[config.mk]
export PLATFORM = sky130hd
export DESIGN_NAME = bram_arbiter
export DESIGN_NICKNAME = d
export VERILOG_FILES = /design/src/rtl/mem_ctrl_pkg.sv /design/src/rtl/arb_grant2.sv /design/src/rtl/bram_arbiter.sv
export SDC_FILE = /design/constraint.sdc
export NUM_CORES = 1
export LEC_CHECK = 0
export CAP_MARGIN = 40
export CELL_PAD_IN_SITES_DETAIL_PLACEMENT = 1
export CELL_PAD_IN_SITES_GLOBAL_PLACEMENT = 2
export CORE_MARGIN = 5
export CORE_UTILIZATION = 26
export CTS_CLUSTER_SIZE = 25
export DETAILED_ROUTE_END_ITERATION = 8
export PLACE_DENSITY_LB_ADDON = 0.05
export SETUP_SLACK_MARGIN = 0.2
export SLEW_MARGIN = 5
export SYNTH_ARGS = -nofsm -noshare
export SYNTH_HDL_FRONTEND = slang
export SYNTH_SLANG_ARGS = --single-unit
[constraint.sdc]
create_clock -name clk -period 2.9 [get_ports clk]
set_input_delay 0.29 -clock clk [delete_from_list [all_inputs] [get_ports clk]]
set_output_delay 0.29 -clock clk [all_outputs]
set_load 0.02 [all_outputs]
[src/rtl/mem_ctrl_pkg.sv]
// Shared definitions for the BRAM arbiter slice: FSM state encoding,
// requester IDs and default data/address widths.
package mem_ctrl_pkg;

    typedef enum logic [1:0] {
        IDLE    = 2'd0,
        ISSUE   = 2'd1,
        WAIT_RD = 2'd2,
        RESP    = 2'd3
    } state_t;

    // Requester IDs as stored in the owner and last_grant registers
    localparam logic M0 = 1'b0;
    localparam logic M1 = 1'b1;

    localparam int DEF_DATA_BITS = 16;
    localparam int DEF_ADDR_BITS = 8;

endpackage

[src/rtl/arb_grant2.sv]
// Two-way grant for the BRAM arbiter.
// Build option ARB_ROUND_ROBIN_EN: when defined, a tie goes to the requester
// that did not win last time; when undefined, M0 always wins a tie.
module arb_grant2
    import mem_ctrl_pkg::*;
(
    input  logic clk,
    input  logic resetn,
    input  logic valid0,
    input  logic valid1,
    input  logic accept,
    output logic grant0,
    output logic grant1
);

    logic last_grant;

    // Remember the most recent winner; reset to M1 so M0 wins the first tie
    always_ff @(posedge clk) begin
        if (!resetn) begin
            last_grant <= M1;
        end else if (accept) begin
            last_grant <= grant1 ? M1 : M0;
        end
    end

`ifdef ARB_ROUND_ROBIN_EN
    // Alternate on ties, otherwise grant whichever requester is asking
    always_comb begin
        grant0 = 1'b0;
        grant1 = 1'b0;
        if (valid0 && valid1) begin
            if (last_grant == M1) grant0 = 1'b1;
            else                  grant1 = 1'b1;
        end else begin
            grant0 = valid0;
            grant1 = valid1;
        end
    end
`else
    // Fixed priority: the host (M0) always wins; M1 may starve by design
    assign grant0 = valid0;
    assign grant1 = valid1 & ~valid0;

    logic unused_last_grant;
    assign unused_last_grant = last_grant;
`endif

endmodule

[src/rtl/bram_arbiter.sv]
// Shares one BRAM bank port between the UART command controller (M0) and an
// on-chip requester (M1). Each access runs as accept -> issue -> (wait) ->
// response, and read data goes back to the owning requester only.
// Tie-break policy is selected by ARB_ROUND_ROBIN_EN (see arb_grant2).
//
// Handshake: a requester raises req_valid and holds req_* stable until it
// sees req_ready; ready is combinational, asserted only in IDLE for the
// winning requester, and the request is taken on the clock edge where
// valid && ready. Completion is a one-cycle rsp_valid pulse to the owner,
// with rsp_rdata valid alongside it (0 for writes).
module bram_arbiter
    import mem_ctrl_pkg::*;
#(
    parameter int NUM_BLOCKS = 16,
    parameter int SEL_BITS   = $clog2(NUM_BLOCKS),
    parameter int ADDR_BITS  = DEF_ADDR_BITS,
    parameter int DATA_BITS  = DEF_DATA_BITS,
    parameter int RD_LATENCY = 1
) (
    input  logic                          clk,
    input  logic                          resetn,
    input  logic                          m0_req_valid,
    output logic                          m0_req_ready,
    input  logic                          m0_req_we,
    input  logic [SEL_BITS+ADDR_BITS-1:0] m0_req_addr,
    input  logic [DATA_BITS-1:0]          m0_req_wdata,
    output logic                          m0_rsp_valid,
    output logic [DATA_BITS-1:0]          m0_rsp_rdata,
    input  logic                          m1_req_valid,
    output logic                          m1_req_ready,
    input  logic                          m1_req_we,
    input  logic [SEL_BITS+ADDR_BITS-1:0] m1_req_addr,
    input  logic [DATA_BITS-1:0]          m1_req_wdata,
    output logic                          m1_rsp_valid,
    output logic [DATA_BITS-1:0]          m1_rsp_rdata,
    output logic                          mem_rd_en,
    output logic                          mem_wr_en,
    output logic [SEL_BITS+ADDR_BITS-1:0] mem_addr,
    output logic [DATA_BITS-1:0]          mem_wdata,
    input  logic [DATA_BITS-1:0]          mem_rdata,
    output logic                          busy,
    output logic                          err_oob,
    output state_t                        dbg_state
);

    localparam int AW = SEL_BITS + ADDR_BITS;
    // One extra bit so NUM_BLOCKS itself is representable for the compare
    localparam logic [SEL_BITS:0] BLOCK_LIMIT = (SEL_BITS + 1)'(NUM_BLOCKS);
    localparam logic [2:0]        WAIT_INIT   = 3'(RD_LATENCY - 1);

    state_t         state;
    logic           owner;
    logic           op_we;
    logic           op_oob;
    logic [2:0]     wait_cnt;

    logic           grant0;
    logic           grant1;
    logic           accept;

    logic           sel_we;
    logic [AW-1:0]  sel_addr;
    logic [DATA_BITS-1:0] sel_wdata;
    logic           sel_oob;
    logic [DATA_BITS-1:0] rd_capture;

    arb_grant2 u_grant (
        .clk    (clk),
        .resetn (resetn),
        .valid0 (m0_req_valid),
        .valid1 (m1_req_valid),
        .accept (accept),
        .grant0 (grant0),
        .grant1 (grant1)
    );

    assign m0_req_ready = (state == IDLE) & grant0;
    assign m1_req_ready = (state == IDLE) & grant1;
    assign accept       = m0_req_ready | m1_req_ready;
    assign dbg_state    = state;

    // Out-of-range blocks return zero instead of whatever the bus holds
    assign rd_capture = op_oob ? '0 : mem_rdata;

    // Select the winning request and flag selects beyond the populated blocks
    always_comb begin
        sel_we    = m0_req_we;
        sel_addr  = m0_req_addr;
        sel_wdata = m0_req_wdata;
        if (m1_req_ready) begin
            sel_we    = m1_req_we;
            sel_addr  = m1_req_addr;
            sel_wdata = m1_req_wdata;
        end
        sel_oob = ({1'b0, sel_addr[AW-1 -: SEL_BITS]} >= BLOCK_LIMIT);
    end

    // Transaction FSM with registered memory strobes and response outputs
    always_ff @(posedge clk) begin
        if (!resetn) begin
            state        <= IDLE;
            owner        <= M0;
            op_we        <= 1'b0;
            op_oob       <= 1'b0;
            wait_cnt     <= '0;
            mem_rd_en    <= 1'b0;
            mem_wr_en    <= 1'b0;
            mem_addr     <= '0;
            mem_wdata    <= '0;
            m0_rsp_valid <= 1'b0;
            m0_rsp_rdata <= '0;
            m1_rsp_valid <= 1'b0;
            m1_rsp_rdata <= '0;
            busy         <= 1'b0;
            err_oob      <= 1'b0;
        end else begin
            mem_rd_en    <= 1'b0;
            mem_wr_en    <= 1'b0;
            m0_rsp_valid <= 1'b0;
            m1_rsp_valid <= 1'b0;
            case (state)
                IDLE: begin
                    if (accept) begin
                        owner  <= m1_req_ready ? M1 : M0;
                        op_we  <= sel_we;
                        op_oob <= sel_oob;
                        busy   <= 1'b1;
                        state  <= ISSUE;
                        // Strobes are registered here so they are high
                        // exactly during the ISSUE cycle
                        if (sel_oob) begin
                            err_oob <= 1'b1;
                        end else begin
                            mem_addr <= sel_addr;
                            if (sel_we) begin
                                mem_wr_en <= 1'b1;
                                mem_wdata <= sel_wdata;
                            end else begin
                                mem_rd_en <= 1'b1;
                            end
                        end
                    end
                end
                ISSUE: begin
                    if (op_we) begin
                        state <= RESP;
                        if (owner == M1) begin
                            m1_rsp_valid <= 1'b1;
                            m1_rsp_rdata <= '0;
                        end else begin
                            m0_rsp_valid <= 1'b1;
                            m0_rsp_rdata <= '0;
                        end
                    end else begin
                        wait_cnt <= WAIT_INIT;
                        state    <= WAIT_RD;
                    end
                end
                WAIT_RD: begin
                    if (wait_cnt == 3'd0) begin
                        state <= RESP;
                        if (owner == M1) begin
                            m1_rsp_valid <= 1'b1;
                            m1_rsp_rdata <= rd_capture;
                        end else begin
                            m0_rsp_valid <= 1'b1;
                            m0_rsp_rdata <= rd_capture;
                        end
                    end else begin
                        wait_cnt <= wait_cnt - 3'd1;
                    end
                end
                RESP: begin
                    busy  <= 1'b0;
                    state <= IDLE;
                end
                default: begin
                    busy  <= 1'b0;
                    state <= IDLE;
                end
            endcase
        end
    end

endmodule

==> results of run 1 <==
[power breakdown]
part | internal, W | total, W | leakage [nW] | switching [W]
clock | 0.000711 | 0.00111 | 0.150 | 0.000401
combinational | 0.000746 | 0.00163 | 1.19 | 0.000887
sequential | 0.00116 | 0.00127 | 0.587 | 0.000109
[logic make-up after synthesis]
family	count (synthesis)
AO/OA/AOI/OAI	74
adder cells (fa/ha/maj)	7
buffers and inverters	36
flip-flops	72
multiplexers	63
other	1
AND/OR/NAND/NOR	75
[layout make-up]
class | instances | area share, %
Tap cell | 168 | 4.14
Sequential cell | 72 | 28.4
Inverter | 7 | 0.518
Clock inverter | 3 | 0.789
Timing Repair Buffer | 154 | 29.9
Multi-Input combinational cell | 220 | 31.2
Clock buffer | 13 | 5.13
[state kept, by name, indices dropped and copies added (netlist names), 2 cells and up]
name          flops
dbg_state         2
m0_rsp_rdata     16
m1_rsp_rdata     16
mem_addr         12
mem_wdata        16
wait_cnt          3
[critical path, cell delays in order, from the launching register on]
cell	delay, ns
dfxtp_1	0.36
inv_1	0.15
ha_1	0.23
and4b_1	0.68
or2_1	0.61
a21oi_1	0.14
[placed cells by master, fill, tap and decap left out, types with 2 or more instances in the layout]
master | Yosys | routed
a211oi_1 | 12 | 12
a21boi_0 | 3 | 3
a21oi_1 | 33 | 33
and2_1 | 4 | 4
buf_4 | 3 | 8
clkbuf_1 | 11 | 2
clkbuf_16 | 0 | 9
clkbuf_8 | 0 | 2
clkdlybuf4s50_1 | 0 | 145
clkinv_2 | 0 | 2
dfxtp_1 | 72 | 72
ha_1 | 7 | 7
inv_1 | 7 | 7
mux2i_1 | 62 | 62
nand2_1 | 36 | 36
nand2b_1 | 4 | 4
nand3_1 | 17 | 17
nor2b_1 | 3 | 3
nor3_1 | 3 | 3
o21a_1 | 6 | 6
o31ai_1 | 16 | 16
[routing by layer]
metal | vias up | routed length, um
li1 | 1443 | -
met1 | 1354 | 4340
met2 | 74 | 4870
met3 | 14 | 563
met4 | 0 | 228
met5 | - | 0
[per-stage QoR]
stage,hold WS (ns),cells
after floorplan,0.464,328
after global placement,0.443,621
after detailed placement,0.451,621
after CTS,0.464,637
after global routing,0.485,637
final,0.457,637
[worst paths after layout]
| kind | start | to | cells past startpoint |
|---|---|---|---|
| max | dbg_state[0] | mem_wdata[8] | 5 |
| min | m0_rsp_rdata[14] | m0_rsp_rdata[14] | 2 |
| max reg2reg | dbg_state[0] | mem_wdata[8] | 5 |
| min reg2reg | m0_rsp_rdata[14] | m0_rsp_rdata[14] | 2 |
==> results.json, run 1 <==
{
  "status": "completed",
  "fin_area_mm2": 0.00508,
  "track_usage_pct": 14.0,
  "synth_area_per_cell_um2": 9.84,
  "gr-total-overflow": 0,
  "syn_area_mm2": 0.00323,
  "htreeDepth": 3,
  "seqCellArea_mm2": 0.00144,
  "nets": 549,
  "die_area_mm2": 0.0147,
  "crit_type": "reg -> reg",
  "clock_sinks": 72,
  "worstHoldPathType": "reg -> reg",
  "hpwl_mm": 7.23,
  "synthMuxAreaShare_pct": 19.6,
  "cts_hold_buf": 0,
  "leakagePower_nw": 1.93,
  "synthArstFlopShare_pct": 0,
  "clock_skew_ns": 0.00568,
  "synth_top_area_share_pct": 44.7,
  "finalSetupViolCount": 0,
  "grt_max_degree": 74,
  "drive_above_1_share_pct": 5.97,
  "setup_tns_ns": 0,
  "fill_cells": 1377,
  "hold_viol_final": 0,
  "drt_iter0_drc": 100,
  "period_share_pct": 80.4,
  "cp-end-kind": "flip-flop",
  "yosys.area_share.simple_pct": 11.7,
  "grt_pass1_vias": 3148,
  "cts_setup_buffers": 0,
  "ys.flop_type": "dfxtp_1",
  "fmax_ghz": 0.429,
  "diodes": 0,
  "synthAdderAreaFrac_pct": 2.71,
  "tightestPinTransition_ns": 0.761,
  "relSlewSlack_pct": 49.3,
  "vias": 2885,
  "synth_top_family_by_area": "multiplexers",
  "synth_cell_types": 34,
  "period_needed_ns": 2.33,
  "ios": 148,
  "start_util_pct": 26.7,
  "synth_cells": 328,
  "place_area_mm2": 0.00478,
  "synth.most_common_cell": "dfxtp_1",
  "avgViaCountPerCell": 4.53,
  "rows": 40,
  "slew_viol_final": 0,
  "fin_ws_ns": 0.569,
  "startpoint_type": "flip-flop",
  "clk_latency_ns": 0.33,
  "multi_input_comb_area_mm2": 0.00158,
  "finish.utilization_pct": 41.9,
  "grt_pass1_wl_mm": 16.4,
  "path_clk_slew_ns": 0.06,
  "use_met3_pct": 4.29,
  "ctsRootBufferMaster": "clkbuf_16",
  "cts_tree": "done",
  "ys_warn_count": 0,
  "synth_top_cell_by_area": "dfxtp_1",
  "core_mm2": 0.0121,
  "post-place-ws_ns": 0.471,
  "synth_edf_count": 0,
  "r2r_slack_ns": 0.57,
  "cts.repair.resized": 0,
  "syn2layout_area_growth_pct": 57.2,
  "clock_path_buffers": 2,
  "ys_seq_elements": 72,
  "yosys.area_share.xor_xnor_pct": 0,
  "cellPowerDensity_mw_per_mm2": 790,
  "irDropWorstVdd_mv": 0.308,
  "use_met1_pct": 16.6,
  "gp_congestion": 0.707,
  "ys_seq_area_share_pct": 44.7,
  "cts_buffers": 9,
  "cp_max_fo": 18,
  "grt_setup_unrepaired": "false",
  "portBuffers": 146,
  "antenna_found_initial": 0,
  "drc_errors": 0,
  "maxCapViolCount": 0,
  "synth_area_leaders": "dfxtp_1 45%, mux2i_1 19%, a21oi_1 5.1%, nand2_1 4.2%, o31ai_1 3.7%",
  "synth_compound_gate_area_share_pct": 14.8,
  "ant_nets": 0,
  "busiest_layer": "met2",
  "die_x_um": 121,
  "total_power_w": 0.00401,
  "wl_mm": 10.0,
  "required_ns": 3.08,
  "wire_per_inst_um": 15.7,
  "first_pass_iters": 3,
  "use_met2_pct": 23.2,
  "die_y_um": 121,
  "ys_top_cells_by_count": "72 x dfxtp_1, 62 x mux2i_1, 36 x nand2_1",
  "syn_nets": 413,
  "arrival_ns": 2.51
}
No activity file was read; power rests on OpenSTA's default activity.
==> inputs of run 2 (changes only) <==
--- a/config.mk
+++ b/config.mk
@@ -9,7 +9,7 @@
 export CELL_PAD_IN_SITES_DETAIL_PLACEMENT = 1
 export CELL_PAD_IN_SITES_GLOBAL_PLACEMENT = 2
 export CORE_MARGIN = 5
-export CORE_UTILIZATION = 26
+export CORE_UTILIZATION = 24
 export CTS_CLUSTER_SIZE = 25
 export DETAILED_ROUTE_END_ITERATION = 8
 export PLACE_DENSITY_LB_ADDON = 0.05
==> constraint.sdc (replaced) <==
create_clock -name clk -period 2.3 [get_ports clk]
set_input_delay 0.23 -clock clk [delete_from_list [all_inputs] [get_ports clk]]
set_output_delay 0.23 -clock clk [all_outputs]
set_load 0.02 [all_outputs]
==> run 2 against run 1 <==
Against the previous run:
- via count fell by 0.21%
- clock skew barely moved
- non-clock buffer count rose by 2
- power rose by 25%
- largest cell class unchanged
- global-route usage fell by 0.77 points
- routed wire length rose by 3.9%
- utilization fell by 3.2 points
- first-iteration DRC count rose by 9.0%
==> results.json, run 2 (same netlist as run 1, synthesis figures left out) <==
{
  "irDropWorstVdd_mv": 0.330,
  "hold_viol_final": 0,
  "cp-end-kind": "primary output",
  "switchingPower_w": 0.00178,
  "status": "completed",
  "gp_congestion": 0.707,
  "min_from": "resetn",
  "path_clk_slew_ns": 0.06,
  "worstRegToRegCells": 5,
  "diodes": 0,
  "nets": 551,
  "clock_sinks": 72,
  "drt_iter0_drc": 109,
  "instances_no_fill": 647,
  "grt_max_degree": 45,
  "seqPwrFrac_pct": 31.8,
  "clkPwrFrac_pct": 26.6,
  "r2r_start": "dbg_state[0]",
  "period_needed_ns": 1.98,
  "fmax_ghz": 0.506,
  "gr-total-overflow": 0,
  "start_util_pct": 24.5,
  "maxCapViolCount": 0,
  "antenna_found_initial": 1,
  "ant_nets": 0,
  "whs_endpoint": "op_we",
  "htreeDepth": 3,
  "cellPowerDensity_mw_per_mm2": 984,
  "finalSetupViolCount": 0,
  "wire_per_inst_um": 16.1,
  "setup_tns_ns": 0,
  "die_y_um": 126,
  "swShare_pct": 35.5,
  "avgViaCountPerCell": 4.45,
  "relSlewSlack_pct": 53.6,
  "grt_setup_unrepaired": "false",
  "period_share_pct": 85.9,
  "required_ns": 2.07,
  "worstHoldPathType": "in -> reg",
  "die_area_mm2": 0.0159,
  "cts_buffers": 9,
  "die_x_um": 126,
  "grt_pass1_wl_mm": 16.7,
  "slew_viol_final": 0,
  "portBuffers": 146,
  "r2r_slack_ns": 0.38,
  "wl_mm": 10.4,
  "final_common_cell": "clkdlybuf4s50_1",
  "startpoint_type": "flip-flop",
  "crit_type": "reg -> out",
  "ios": 148,
  "clock_path_buffers": 2,
  "timing.rr.end": "mem_wr_en",
  "vias": 2879,
  "clock_skew_ns": 0.00575,
  "cts_hold_buf": 0,
  "drive_above_1_share_pct": 6.58,
  "largest_registers": "m0_rsp_rdata: 16 flops, m1_rsp_rdata: 16 flops, mem_wdata: 16 flops",
  "power_frac_comb_pct": 41.6,
  "dp_cells": 631,
  "layout_common_cells": "143 x clkdlybuf4s50_1, 72 x dfxtp_1, 62 x mux2i_1, 36 x nand2_1, 33 x a21oi_1",
  "grt_pass1_vias": 3175,
  "cp_max_fo": 6,
  "ctsRootBufferMaster": "clkbuf_16",
  "rows": 42,
  "core_mm2": 0.0132,
  "clk_latency_ns": 0.34,
  "hpwl_mm": 7.78,
  "whs_path_depth": 2,
  "drc_errors": 0,
  "syn2layout_area_growth_pct": 58.3,
  "first_pass_iters": 4,
  "arrival_ns": 1.75,
  "tightestPinTransition_ns": 0.696,
  "track_usage_pct": 13.2,
  "cts_tree": "done",
  "leakagePower_nw": 1.95,
  "power.internal_w": 0.00324
}
run 2: repair_timing:
| item | in CTS | in global routing |
|---|---|---|
| resized for setup | 2 | 0 |
| setup endpoints to repair | 2 | 0 |
| buffers inserted | 0 | 0 |
run 2: power groups by stage:
| stage | Combinational [W] | Sequential (W) | Clock, W |
|---|---|---|---|
| 3_3_place_gp | 0.00215 | 0.00162 | 0 |
| 6_report | 0.00209 | 0.00160 | 0.00134 |
| 2_1_floorplan | 0.00107 | 0.00185 | 0 |
| 4_1_cts | 0.00215 | 0.00160 | 0.00139 |
| 5_1_grt | 0.00229 | 0.00163 | 0.00146 |
| 3_5_place_dp | 0.00214 | 0.00163 | 0 |
run 2: stage by stage:
| step | instance area (um2) | power, W | utilization (%) | hold WS, ns | setup WS (ns) |
|---|---|---|---|---|---|
| floorplan | 3230 | 0.00292 | - | 0.404 | 0.386 |
| global placement | 4830 | 0.00377 | 36.6 | 0.444 | 0.333 |
| detailed placement | 4830 | 0.00377 | 36.6 | 0.451 | 0.293 |
| CTS | 5110 | 0.00514 | 38.7 | 0.425 | 0.276 |
| global route | 5110 | 0.00537 | 38.7 | 0.456 | 0.207 |
| finish | 5110 | 0.00503 | 38.7 | 0.417 | 0.324 |
run 2: worst max-delay path: stages, from the launching register on:
cell,delay [ns]
dfxtp_1,0.41
inv_1,0.12
ha_1,0.28
and3b_2,0.27
dlygate4sd2_1,0.33
run 2: how the worst max path moves through the flow:
stage,start,end,slack [ns],cells past startpoint
after global placement,m0_req_valid,mem_wdata[2],0.33,5
after floorplan,dbg_state[0],mem_wdata[10],0.39,9
final,dbg_state[0],m1_req_ready,0.32,4
after detailed placement,m0_req_valid,mem_wdata[4],0.29,5
after global routing,dbg_state[1],m1_req_ready,0.21,4
after CTS,dbg_state[0],m1_req_ready,0.28,4
run 2: final cells by class:
| class | count | area, um2 |
|---|---|---|
| timing repair buffer | 156 | 1550 |
| sequential | 72 | 1440 |
| inverter | 7 | 26.3 |
| tap | 176 | 220 |
| clock inverter | 3 | 15.0 |
| clock buffer | 13 | 270 |
| fill | 1516 | 8080 |
| multi-input combinational | 220 | 1580 |
run 2: per-layer routing:
metal	track usage (%)	vias up	wire, um
met2	21.2	99	4860
met4	5.87	2	213
li1	-	1437	-
met1	15.3	1328	4420
met3	5.93	13	903
met5	0	-	7
==> inputs of run 3 (changes only) <==
--- a/config.mk
+++ b/config.mk
@@ -13,7 +13,6 @@
 export CTS_CLUSTER_SIZE = 25
 export DETAILED_ROUTE_END_ITERATION = 8
 export PLACE_DENSITY_LB_ADDON = 0.05
-export SETUP_SLACK_MARGIN = 0.2
 export SLEW_MARGIN = 5
 export SYNTH_ARGS = -nofsm -noshare
 export SYNTH_HDL_FRONTEND = slang
==> run 3 against run 2 <==
Against the previous run:
- global-route usage stayed put
- count of clock-buffer cells in the layout stayed put
- clock power hardly changed
- fmax is 6.1% lower
==> results.json, run 3 (same netlist as run 1, synthesis figures left out) <==
{
  "status": "completed",
  "drc_errors": 0,
  "grt_pass1_wl_mm": 16.7,
  "total_power_w": 0.00504,
  "worstHoldPathType": "in -> reg",
  "cts_tree": "done",
  "cts_hold_buf": 0,
  "cts.repair.resized": 0,
  "clock_sinks": 72,
  "crit_type": "reg -> out",
  "track_usage_pct": 13.2,
  "wire_per_inst_um": 16.1,
  "rows": 42,
  "finalSetupViolCount": 0,
  "die_area_mm2": 0.0159,
  "gr-total-overflow": 0,
  "final_common_cell": "clkdlybuf4s50_1",
  "cpPeakStageDelay_ns": 0.53,
  "period_share_pct": 91.4,
  "cellPowerDensity_mw_per_mm2": 985,
  "core_mm2": 0.0132,
  "finish.utilization_pct": 38.8,
  "crit_slowest_cell": "clkdlybuf4s50_1",
  "period_needed_ns": 2.10,
  "htreeDepth": 3,
  "nets": 551,
  "vias": 2879,
  "leakagePower_nw": 1.96,
  "maxCapViolCount": 0,
  "cts_setup_buffers": 0,
  "clock_path_buffers": 2,
  "layout_common_cells": "144 x clkdlybuf4s50_1, 72 x dfxtp_1, 62 x mux2i_1, 36 x nand2_1, 33 x a21oi_1",
  "relSlewSlack_pct": 53.6,
  "first_pass_iters": 4,
  "grt_max_degree": 45,
  "required_ns": 2.07,
  "diodes": 0,
  "drive_above_1_share_pct": 6.58,
  "irDropWorstVdd_mv": 0.330,
  "startpoint_type": "flip-flop",
  "portBuffers": 146,
  "ctsRootBufferMaster": "clkbuf_16",
  "whs_ns": 0.417,
  "setup_tns_ns": 0,
  "die_y_um": 126,
  "clock_skew_ns": 0.00575,
  "ios": 148,
  "cp_max_fo": 6,
  "tightestPinTransition_ns": 0.696,
  "grt_setup_unrepaired": "false",
  "start_util_pct": 24.5,
  "hold_viol_final": 0,
  "largest_registers": "m0_rsp_rdata: 16 flops, m1_rsp_rdata: 16 flops, mem_wdata: 16 flops",
  "drt_iter0_drc": 109,
  "gp_congestion": 0.707,
  "die_x_um": 126,
  "ant_nets": 0,
  "hpwl_mm": 7.78,
  "fmax_ghz": 0.475,
  "cts_buffers": 9,
  "wl_mm": 10.4,
  "grt_pass1_vias": 3175,
  "crit_chain": "inv_1, ha_1, and2_1, clkdlybuf4s50_1",
  "clk_latency_ns": 0.34,
  "path_clk_slew_ns": 0.06,
  "syn2layout_area_growth_pct": 58.4,
  "cp-end-kind": "primary output",
  "slew_viol_final": 0,
  "arrival_ns": 1.87,
  "antenna_found_initial": 1,
  "avgViaCountPerCell": 4.45
}
==> run 3: cell types whose count changed in the layout (fill, tap and decap cells not counted) <==
cell | previous run | this run
clkdlybuf4s50_1 | 143 | 144
dlymetal6s2s_1 | 0 | 1
dlygate4sd2_1 | 2 | 0
==> run 3: cell type report <==
| type | instances | area, um2 |
|---|---|---|
| clock inverters | 3 | 15.0 |
| multi-input cells | 220 | 1580 |
| inverters | 7 | 26.3 |
| flip-flops and latches | 72 | 1440 |
| clock buffers | 13 | 270 |
| repair buffers | 156 | 1560 |
| fillers | 1516 | 8080 |
| well taps | 176 | 220 |
==> run 3: power breakdown <==
group | internal [W] | leakage [nW] | switching [W]
Clock | 0.000813 | 0.145 | 0.000527
Combinational | 0.000976 | 1.23 | 0.00112
Sequential | 0.00146 | 0.587 | 0.000135
Total | 0.00325 | 1.96 | 0.00178
==> run 3: path summary, 6_finish.rpt <==
kind	start	to	slack, ns	depth (start not counted)
max	dbg_state[0]	m0_req_ready	0.20	4
min	resetn	op_we	0.42	2
max reg2reg	dbg_state[0]	mem_wr_en	0.38	5
min reg2reg	m0_rsp_rdata[3]	m0_rsp_rdata[3]	0.45	2
==> run 3: worst max-delay path, delay by kind of cell, from the launching register on <==
kind	cells	cell delay [ns]
simple gates	1	0.20
buf+inv	2	0.65
fa+ha+maj	1	0.28
flops	1	0.41
==> run 3: layer usage <==
layer,track usage [%],vias up,part of all wire [%]
met4,5.87,2,2.0
met3,5.93,13,8.7
met2,21.2,99,47
li1,-,1437,-
met1,15.3,1328,43
met5,0,-,0.067
==> run 3: metrics by stage <==
step	instance area [um2]	setup WS (ns)	std cells
after global placement	4830	0.333	631
after detailed placement	4830	0.293	631
after global routing	5110	0.0813	647
after CTS	5110	0.0462	647
after floorplan	3230	0.386	328
final	5110	0.197	647
